## config.mk

```make
export PLATFORM = sky130hd
export DESIGN_NAME = mem_arbiter
export DESIGN_NICKNAME = d
export VERILOG_FILES = /design/src/rtl/mem_arbiter.sv
export SDC_FILE = /design/constraint.sdc
export NUM_CORES = 1
export LEC_CHECK = 0
export BUFFER_PORTS_ARGS = -buffer_cell sky130_fd_sc_hd__buf_2
export CAP_MARGIN = 20
export CORE_MARGIN = 3
export CORE_UTILIZATION = 30
export DETAILED_ROUTE_END_ITERATION = 8
export HOLD_SLACK_MARGIN = 0.12
export PLACE_DENSITY = 0.56
export SYNTH_ARGS = -nofsm -noshare
export SYNTH_HDL_FRONTEND = slang
export SYNTH_SLANG_ARGS = --single-unit
export TNS_END_PERCENT = 1
```

## constraint.sdc

```tcl
create_clock -name clk -period 2.9 [get_ports clk]
set_clock_uncertainty 0.1 [all_clocks]
set_input_delay 0.58 -clock clk [delete_from_list [all_inputs] [get_ports clk]]
set_output_delay 0.58 -clock clk [all_outputs]
set_load 0.005 [all_outputs]
```

## src/rtl/mem_arbiter.sv

```systemverilog
// Two-requester round-robin arbiter for a single-port data memory with a fixed
// read latency; one transaction is in flight at a time (IDLE -> ISSUE -> [WAIT] -> RESP).
module mem_arbiter #(
    parameter int ADDR_W = 14,
    parameter int RD_LAT = 1
) (
    input  logic              clk,
    input  logic              rst,
    input  logic              m0_req,
    input  logic              m0_we,
    input  logic [ADDR_W-1:0] m0_addr,
    input  logic [31:0]       m0_wdata,
    output logic              m0_ack,
    output logic [31:0]       m0_rdata,
    input  logic              m1_req,
    input  logic              m1_we,
    input  logic [ADDR_W-1:0] m1_addr,
    input  logic [31:0]       m1_wdata,
    output logic              m1_ack,
    output logic [31:0]       m1_rdata,
    output logic              mem_en,
    output logic              mem_we,
    output logic [ADDR_W-1:0] mem_addr,
    output logic [31:0]       mem_wdata,
    input  logic [31:0]       mem_rdata,
    output logic              cpu_stall,
    output logic              busy,
    output logic              grant_id
);

    typedef enum logic [1:0] {
        S_IDLE  = 2'd0,
        S_ISSUE = 2'd1,
        S_WAIT  = 2'd2,
        S_RESP  = 2'd3
    } state_t;

    localparam logic [1:0] CNT_LOAD = 2'(RD_LAT - 1);

    state_t            state_q, state_d;
    logic              last_q, last_d;
    logic              gid_q, gid_d;
    logic              we_q, we_d;
    logic [ADDR_W-1:0] addr_q, addr_d;
    logic [31:0]       wdata_q, wdata_d;
    logic [1:0]        cnt_q, cnt_d;
    logic [31:0]       m0_rdata_q, m0_rdata_d;
    logic [31:0]       m1_rdata_q, m1_rdata_d;
    logic              win_s;

    // Contention goes to whoever was not served last; a lone request always wins.
    assign win_s = (m0_req && m1_req) ? ~last_q : m1_req;

    // State register.
    always_ff @(posedge clk or negedge rst) begin
        if (!rst) begin
            state_q <= S_IDLE;
        end else begin
            state_q <= state_d;
        end
    end

    // Datapath registers: latched request, grant bookkeeping, latency counter and read data.
    always_ff @(posedge clk or negedge rst) begin
        if (!rst) begin
            last_q     <= 1'b1;
            gid_q      <= 1'b0;
            we_q       <= 1'b0;
            addr_q     <= {ADDR_W{1'b0}};
            wdata_q    <= 32'h0000_0000;
            cnt_q      <= 2'd0;
            m0_rdata_q <= 32'h0000_0000;
            m1_rdata_q <= 32'h0000_0000;
        end else begin
            last_q     <= last_d;
            gid_q      <= gid_d;
            we_q       <= we_d;
            addr_q     <= addr_d;
            wdata_q    <= wdata_d;
            cnt_q      <= cnt_d;
            m0_rdata_q <= m0_rdata_d;
            m1_rdata_q <= m1_rdata_d;
        end
    end

    // Next-state and datapath update logic.
    always_comb begin
        state_d    = state_q;
        last_d     = last_q;
        gid_d      = gid_q;
        we_d       = we_q;
        addr_d     = addr_q;
        wdata_d    = wdata_q;
        cnt_d      = cnt_q;
        m0_rdata_d = m0_rdata_q;
        m1_rdata_d = m1_rdata_q;
        case (state_q)
            S_IDLE: begin
                if (m0_req || m1_req) begin
                    gid_d   = win_s;
                    we_d    = win_s ? m1_we    : m0_we;
                    addr_d  = win_s ? m1_addr  : m0_addr;
                    wdata_d = win_s ? m1_wdata : m0_wdata;
                    state_d = S_ISSUE;
                end else begin
                    state_d = S_IDLE;
                end
            end
            S_ISSUE: begin
                if (we_q) begin
                    state_d = S_RESP;
                end else begin
                    cnt_d   = CNT_LOAD;
                    state_d = S_WAIT;
                end
            end
            S_WAIT: begin
                if (cnt_q == 2'd0) begin
                    if (gid_q) begin
                        m1_rdata_d = mem_rdata;
                    end else begin
                        m0_rdata_d = mem_rdata;
                    end
                    state_d = S_RESP;
                end else begin
                    cnt_d = cnt_q - 2'd1;
                end
            end
            S_RESP: begin
                last_d  = gid_q;
                state_d = S_IDLE;
            end
            default: begin
                state_d = S_IDLE;
            end
        endcase
    end

    // Outputs decoded from the state register only, so they are glitch-free.
    always_comb begin
        mem_en = 1'b0;
        m0_ack = 1'b0;
        m1_ack = 1'b0;
        busy   = 1'b0;
        case (state_q)
            S_IDLE: begin
                busy = 1'b0;
            end
            S_ISSUE: begin
                mem_en = 1'b1;
                busy   = 1'b1;
            end
            S_WAIT: begin
                busy = 1'b1;
            end
            S_RESP: begin
                busy   = 1'b1;
                m0_ack = ~gid_q;
                m1_ack = gid_q;
            end
            default: begin
                busy = 1'b0;
            end
        endcase
    end

    assign mem_we    = we_q;
    assign mem_addr  = addr_q;
    assign mem_wdata = wdata_q;
    assign m0_rdata  = m0_rdata_q;
    assign m1_rdata  = m1_rdata_q;
    assign grant_id  = gid_q;
    assign cpu_stall = m0_req & ~m0_ack;

endmodule
```

==> summary.md, run 1 <==
| Metric | Value |
|---|---|
| Status | `complete, no violations` |
| Setup TNS | `0 ns` |
| Worst rel slew slack | `55.3%` |
| Worst VDD drop | `0.000404 V` |
| Iter 0 DRT Violations | `140` |
| Layout net count | `816` |
| Gr busiest metal | `met2` |
| Layout cells sized above 1 | `between 50% and 60%` |
| Main synth FF type | `dfrtp_1` |
| Post-Synthesis Cells | `436` |
| Tot GR Track Use | `roughly 15%` |
| DRT Wirelength | `around 14000 um` |
| DR vias/cell | `4.63` |
| Post-synth top area share | `56.0%` |
| Starting Density | `around 30%` |
| Distinct cell type count after synthesis | `32` |
| Htree depth | `4` |
| Initial antenna violation count | `2` |
| Vias in the first global route | `4434` |
| Total CTS buffers | `17` |
| Worst hold path class | `in2reg` |
| Met3 GRT Util | `between 4 and 5%` |
| First-pass GRT wire length | `22200 um` |
| Asr flop ratio synth | `100%` |
| Number of fill cells in the layout | `roughly 1600` |
| DR WL/cell | `15.6 um` |
| Worst-path cell chain | `inv_1 -> ha_1 -> nand3_4 -> mux2_4` |
| Leak Pwr | `3.71 nW` |
| Critical Path Start Type | `flip-flop` |
| Core region area | `16800 um^2` |
| WP buf/inv | `1` |
| Die ar. | `18900 um^2` |
| Period utilization | `78.7%` |
| Leading area contributor after synthesis | `dfrtp_1` |
| GPL Wtd Cong | `0.746` |
| Core Util, Final | `43.0%` |
| Root buf cell | `clkbuf_16` |
| Die Span Y | `about 140 um` |
| Clock buffer depth | `2` |
| Post-CTS setup buffer count | `0` |
| Max Cap Viol | `0` |
| Crit-path slowest cell | `nand3_4` |
| Cell with the most instances after synthesis | `dfrtp_1` |
| Synth Warn # | `0` |
| CP Data Required Time | `approximately 3 ns` |
| Global route overflow | `0` |
| Power per cell area | `1170 nW/um^2` |
| Avg Cell Area, Syn | `approximately 12 um^2` |
| Worst Path Max Fanout | `32` |
| Critical path type | `reg2reg` |
| Top Ports | `about 250` |
| Min cycle time layout | `2.28 ns` |
| Final Max Tran Viols | `0` |
| Final hold viol count | `0` |
| Syn_nets | `572` |
| R2R Setup Slk | `0.62 ns` |
| N_diodes | `0` |
| Post-Syn Area | `5180 um^2` |
| TritonRoute pass-1 iters | `4` |
| Max Fclk | `438 MHz` |
| GRT met1 Usage | `18.7%` |
| Clk sink count | `approximately 120` |
| CTS tree | `yes` |
| Post-synthesis sequential area ratio | `56.5%` |
| Worst path arrival time | `2.47 ns` |
| Residual DRC | `0` |
| EDFF count, synth | `0` |
| Synth-to-layout area growth | `39.0%` |
| Yosys reg bits | `between 100 and 150` |
| Cell Rows | `47` |
| RSZ-0062 raised after global routing | `no` |
| Critical path's top delay family | `simple AND/OR/NAND/NOR gates` |
| Worst-margin pin slew | `0.671 ns` |
| Most frequent cells after synthesis | `116 x dfrtp_1, 94 x a21oi_1, 60 x mux2_4` |
| Worst Hold Margin | `about 0.3 ns` |
| DP HPWL | `between 10000 and 15000 um` |
| Crit. End Element | `flip-flop` |
| Global Route met2 Usage | `24.0%` |
| Post-DRT Antenna Nets | `0` |
| Largest stage delay, worst path | `0.59 ns` |
| Register Area | `just under 3000 um^2` |
| Multi-input gate area | `2080 um^2` |
| Largest net degree at the start of global routing | `just over 80` |
| Port bufs | `between 200 and 250` |
| DR vias | `4223` |
| Clock Latency Late Sink | `0.40 ns` |
| Die W | `137 um` |
| Ranking of synthesized cells by area | `dfrtp_1 56%, mux2_4 17%, a21oi_1 9.1%, nor2_1 3.6%, nand2_1 3.5%` |
| Final setup violating endpoints | `0` |
| Clk slew on worst S/H paths | `around 0.06 ns` |
[per-stage QoR]
stage	area [um^2]	worst slack [ns]	cells	total power (W)
final	7200	0.617	913	0.00840
after global routing	7200	0.462	913	0.00901
after CTS	7200	0.579	913	0.00854
after detailed placement	6600	0.584	880	0.00637
after global placement	6600	0.661	880	0.00626
after floorplan	5180	1.27	436	0.00498
[cells by family after synthesis]
kind of cell	count (synthesis)	share of synthesized area, %
multiplexers	66	18.7
AND/OR/NAND/NOR	106	8.47
buffers and inverters	33	3.79
AO/OA/AOI/OAI	108	11.1
adder cells (fa/ha/maj)	6	1.45
flip-flops	117	56.5
[area by class of cell]
cell class,instances,area share [%]
Timing Repair Buffer,252,18.1
Inverter,6,0.313
Tap cell,220,3.82
Clock buffer,17,5.91
Sequential cell,117,40.7
Multi-Input combinational cell,286,28.8
Clock inverter,15,2.33
[registers in the layout (all words and copies together), names as in the netlist]
name,flops
mem_addr,14
state_q,2
grant_id,1
last_q,1
mem_wdata,32
m1_rdata,32
m0_rdata,32
mem_we,1
cnt_q,2
[repair_timing]
item	4_1_cts	5_1_grt
resized for setup	0	0
endpoints found under the hold margin	37	0
hold buffers	1	0
[path summary, 6_finish.rpt]
kind | to | from | depth (start not counted)
setup / recovery | m0_rdata[15]$_DFFE_PN0P_ | state_q[0]$_DFFE_PN0P_ | 4
hold / removal | mem_addr[4]$_DFFE_PN0P_ | m0_addr[4] | 3
setup reg to reg | m0_rdata[15]$_DFFE_PN0P_ | state_q[0]$_DFFE_PN0P_ | 4
hold reg to reg | m0_rdata[17]$_DFFE_PN0P_ | m0_rdata[17]$_DFFE_PN0P_ | 1
max in group asynchronous | last_q$_DFFE_PN1N_ | rst | 3
min in group asynchronous | m1_rdata[5]$_DFFE_PN0P_ | rst | 2
[power by group]
group / internal, W / switching, W / leakage [nW]
clock network: 0.00129 / 0.000820 / 0.285
logic: 0.00184 / 0.00149 / 2.08
registers: 0.00248 / 0.000483 / 1.34
total: 0.00561 / 0.00279 / 3.71
[tightest hold or removal path: stages]
cell	delay, ns
buf_2	0.09
nand2_1	0.04
a21oi_1	0.05
[per-layer routing]
| layer | share of wire (%) | wire length (um) | up-vias |
|---|---|---|---|
| met5 | 0.19 | 27 | - |
| met4 | 1.2 | 165 | 4 |
| met3 | 9.3 | 1320 | 15 |
| met2 | 45 | 6470 | 185 |
| met1 | 44 | 6260 | 2033 |
| li1 | - | - | 1986 |
[cells in the final DEF, fill, tap and decap left out, drive strengths merged]
cell / n
buf: 251
dfrtp: 116
a21oi: 94
mux2: 65
nor2: 50
nand2: 49
clkbuf: 17
inv: 13
ha: 6
clkinvlp: 3
o21ai: 3
clkinv: 3
nor2b: 2
nand3: 2
bufinv: 2
and2: 1
a21bo: 1
a21boi: 1
o21a: 1
a211oi: 1
a21o: 1
a22o: 1
nand2b: 1
o2bb2ai: 1
a31oi: 1
o22ai: 1
a22oi: 1
mux2i: 1
nand3b: 1
o221ai: 1
dlygate4sd3: 1
dfstp: 1
Note: power is estimated with default switching activity, not from simulation.
==> inputs of run 2 (changes only) <==
ABC_AREA = 1   (was default)
PLACE_DENSITY = 0.55   (was 0.56)
clock period = 2.3 ns   (was 2.9 ns; I/O delays follow)
==> run 2 against run 1 <==
Net effect:
- clock power grew 27%
- hold slack worse by 0.088 ns
- non-clock buffer count is 8 higher
- register-to-register slack got worse by 0.04 ns
==> summary.md, run 2 <==
| Metric | Value |
|---|---|
| Sw Share | `35.7%` |
| Cell with the most instances after synthesis | `nand2_1` |
| Power per cell area | `1320 nW/um^2` |
| Clock Latency Late Sink | `0.41 ns` |
| Initial antenna violation count | `1` |
| Worst-path cell chain | `inv_1 -> ha_1 -> inv_1 -> buf_2` |
| DR vias/cell | `4.31` |
| Distinct cell type count after synthesis | `16` |
| Period utilization | `a little under 90%` |
| Asr flop ratio synth | `between 90% and 100%` |
| Post-Synth Simple-Gate Area | `25.3%` |
| Largest stage delay, worst path | `0.41 ns` |
| Most frequent cells after synthesis | `225 x nand2_1, 138 x inv_1, 116 x dfrtp_1` |
| DR WL/cell | `13.2 um` |
| Global route overflow | `0` |
| Main synth FF type | `dfrtp_1` |
| Clk sink count | `117` |
| Tot GR Track Use | `16.1%` |
| Post-synthesis sequential area ratio | `between 50% and 60%` |
| Post-Synth Adder-Cell Area | `1.39%` |
| Register Area | `slightly below 3000 um^2` |
| Hold_buf cts | `1` |
| WP buf/inv | `3` |
| P_sw | `0.00356 W` |
| Cell Rows | `48` |
| Starting Density | `31.0%` |
| Cell-internal power | `0.00640 W` |
| Worst rel slew slack | `69.8%` |
| Status | `complete, no violations` |
| Core region area | `17500 um^2` |
| Clock buffer depth | `2` |
| EDFF count, synth | `0` |
| Die Span Y | `140 um` |
| Post-DRT Antenna Nets | `0` |
| Crit-path slowest cell | `dfrtp_1` |
| Syn_nets | `833` |
| Final hold viol count | `0` |
| Die ar. | `19700 um^2` |
| Ranking of synthesized cells by area | `dfrtp_1 54%, nand2_1 16%, inv_1 9.6%, nand3_1 9.0%, o21ai_1 5.0%` |
| Most frequent cells in the layout | `245 x buf_2, 224 x nand2_1, 138 x inv_1` |
| RSZ-0062 raised after global routing | `no` |
| Combinational share of power | `36.5%` |
| Die W | `140 um` |
| Total CTS buffers | `17` |
| First-pass GRT wire length | `25900 um` |
| Max Cap Viol | `0` |
| Top Ports | `247` |
| Multi-input gate area | `roughly 1800 um^2` |
| Critical path's top delay family | `flip-flops` |
| Clk slew on worst S/H paths | `0.06 ns` |
| Residual DRC | `0` |
| DP HPWL | `~11000 um` |
| Post-synthesis compound-gate area fraction | `6.19%` |
| Worst path most repeated cell | `inv_1` |
| CTS tree | `yes` |
| Core Util, Final | `43.1%` |
| Sequential Power Share | `between 30% and 40%` |
| Final Max Tran Viols | `0` |
| Synth-to-layout area growth | `38.9%` |
| Post-synth top area share | `53.6%` |
| Crit. End Element | `primary output` |
| TritonRoute pass-1 iters | `4` |
| Multiplexer share of the synthesized area | `0%` |
| Leak Pwr | `4.52 nW` |
| Critical path type | `reg2out` |
| Yosys reg bits | `about 120` |
| DRT Wirelength | `15500 um` |
| Worst path arrival time | `between 1 and 1.5 ns` |
| Critical Path Start Type | `flip-flop` |
| Largest net degree at the start of global routing | `between 60 and 70` |
| GPL Wtd Cong | `0.792` |
| Largest family of logic cells by synthesized area | `simple AND/OR/NAND/NOR gates` |
| Layout cells sized above 1 | `between 30% and 40%` |
| Layout net count | `1074` |
| Htree depth | `4` |
| Min cycle time layout | `between 2 and 2.5 ns` |
| Post-CTS setup buffer count | `0` |
| Worst Path Max Fanout | `4` |
| Avg Cell Area, Syn | `7.78 um^2` |
| Max Fclk | `approximately 500 MHz` |
| Post-Syn Area | `about 5400 um^2` |
| Worst hold stages | `3` |
| XOR/XNOR share of the synthesized area | `0%` |
| Iter 0 DRT Violations | `217` |
| Synth Warn # | `0` |
| DR vias | `approximately 5100` |
| Cells on worst reg2reg path | `6` |
| Leading area contributor after synthesis | `dfrtp_1` |
| Setup TNS | `0 ns` |
| Worst-margin pin slew | `0.452 ns` |
| CP Depth | `4` |
| CP Data Required Time | `1.74 ns` |
| Port bufs | `between 200 and 250` |
| # resized after CTS | `0` |
| Worst hold path class | `in2reg` |
| Vias in the first global route | `5210` |
| Number of fill cells in the layout | `1805` |
| Final setup violating endpoints | `0` |
| Most common cell after layout, fill and taps aside | `buf_2` |
| Worst VDD drop | `slightly above 0.0006 V` |
| Post-Synthesis Cells | `697` |
| Root buf cell | `clkbuf_16` |
| Clk pwr share | `26.9%` |
## run 2: area by class of cell
cell class                 count  share of cell area [%]
sequential                   117                    38.9
multi-input combinational    403                    23.9
timing repair buffer         260                    18.5
inverter                     139                    6.93
clock buffer                  20                    5.93
tap                          225                    3.74
clock inverter                12                    2.03
antenna                        1                  0.0332
## run 2: layer usage
metal | GRT usage, % | wire length [um]
met1 | 19.8 | 6610
met2 | 26.8 | 7630
met3 | 4.64 | 929
met4 | 5.71 | 356
met5 | 0 | 0
## run 2: power by group through the flow
stage | registers [W] | clock network, W | logic, W
final | 0.00365 | 0.00268 | 0.00363
after global routing | 0.00378 | 0.00287 | 0.00415
after CTS | 0.00366 | 0.00276 | 0.00373
after detailed placement | 0.00366 | 0 | 0.00372
after global placement | 0.00366 | 0 | 0.00365
after floorplan | 0.00372 | 0 | 0.00185
## run 2: final timing paths
kind / startpoint / to / slack, ns
worst max-delay path: state_q[0]$_DFFE_PN0P_ / busy / 0.29
worst min-delay path: mem_rdata[1] / m0_rdata[1]$_DFFE_PN0P_ / 0.21
worst max register to register: state_q[0]$_DFFE_PN0P_ / m0_rdata[5]$_DFFE_PN0P_ / 0.58
worst min register to register: last_q$_DFFE_PN1N_ / last_q$_DFFE_PN1N_ / 0.37
max in group asynchronous: rst / last_q$_DFFE_PN1N_ / 0.97
min in group asynchronous: rst / m0_rdata[19]$_DFFE_PN0P_ / 0.45
## run 2: cell families (layout without fill, tap and decap cells)
group | count (synthesis) | after routing
adders and majority gates | 6 | 6
other | 0 | 1
AOI/OAI and AO/OA | 67 | 67
and+or+nand+nor | 330 | 330
DFF | 117 | 117
buffers and inverters | 177 | 431
## run 2: through the flow
stage | hold WS, ns | total power, W | area, um^2 | std cells | setup slack (ns)
6_report | 0.208 | 0.00996 | 7530 | 1177 | 0.287
5_1_grt | 0.196 | 0.0108 | 7530 | 1177 | 0.158
4_1_cts | 0.190 | 0.0101 | 7520 | 1176 | 0.253
3_5_place_dp | 0.342 | 0.00738 | 6920 | 1143 | 0.515
3_3_place_gp | 0.344 | 0.00732 | 6920 | 1143 | 0.531
2_1_floorplan | 0.0644 | 0.00557 | 5420 | 697 | 0.799
## run 2: worst reg2reg max path, cell delays in order (launching register included)
cell,delay (ns)
dfrtp_1,0.42
inv_1,0.12
ha_1,0.29
nand2_2,0.24
buf_12,0.26
nand2_1,0.11
o21ai_1,0.06
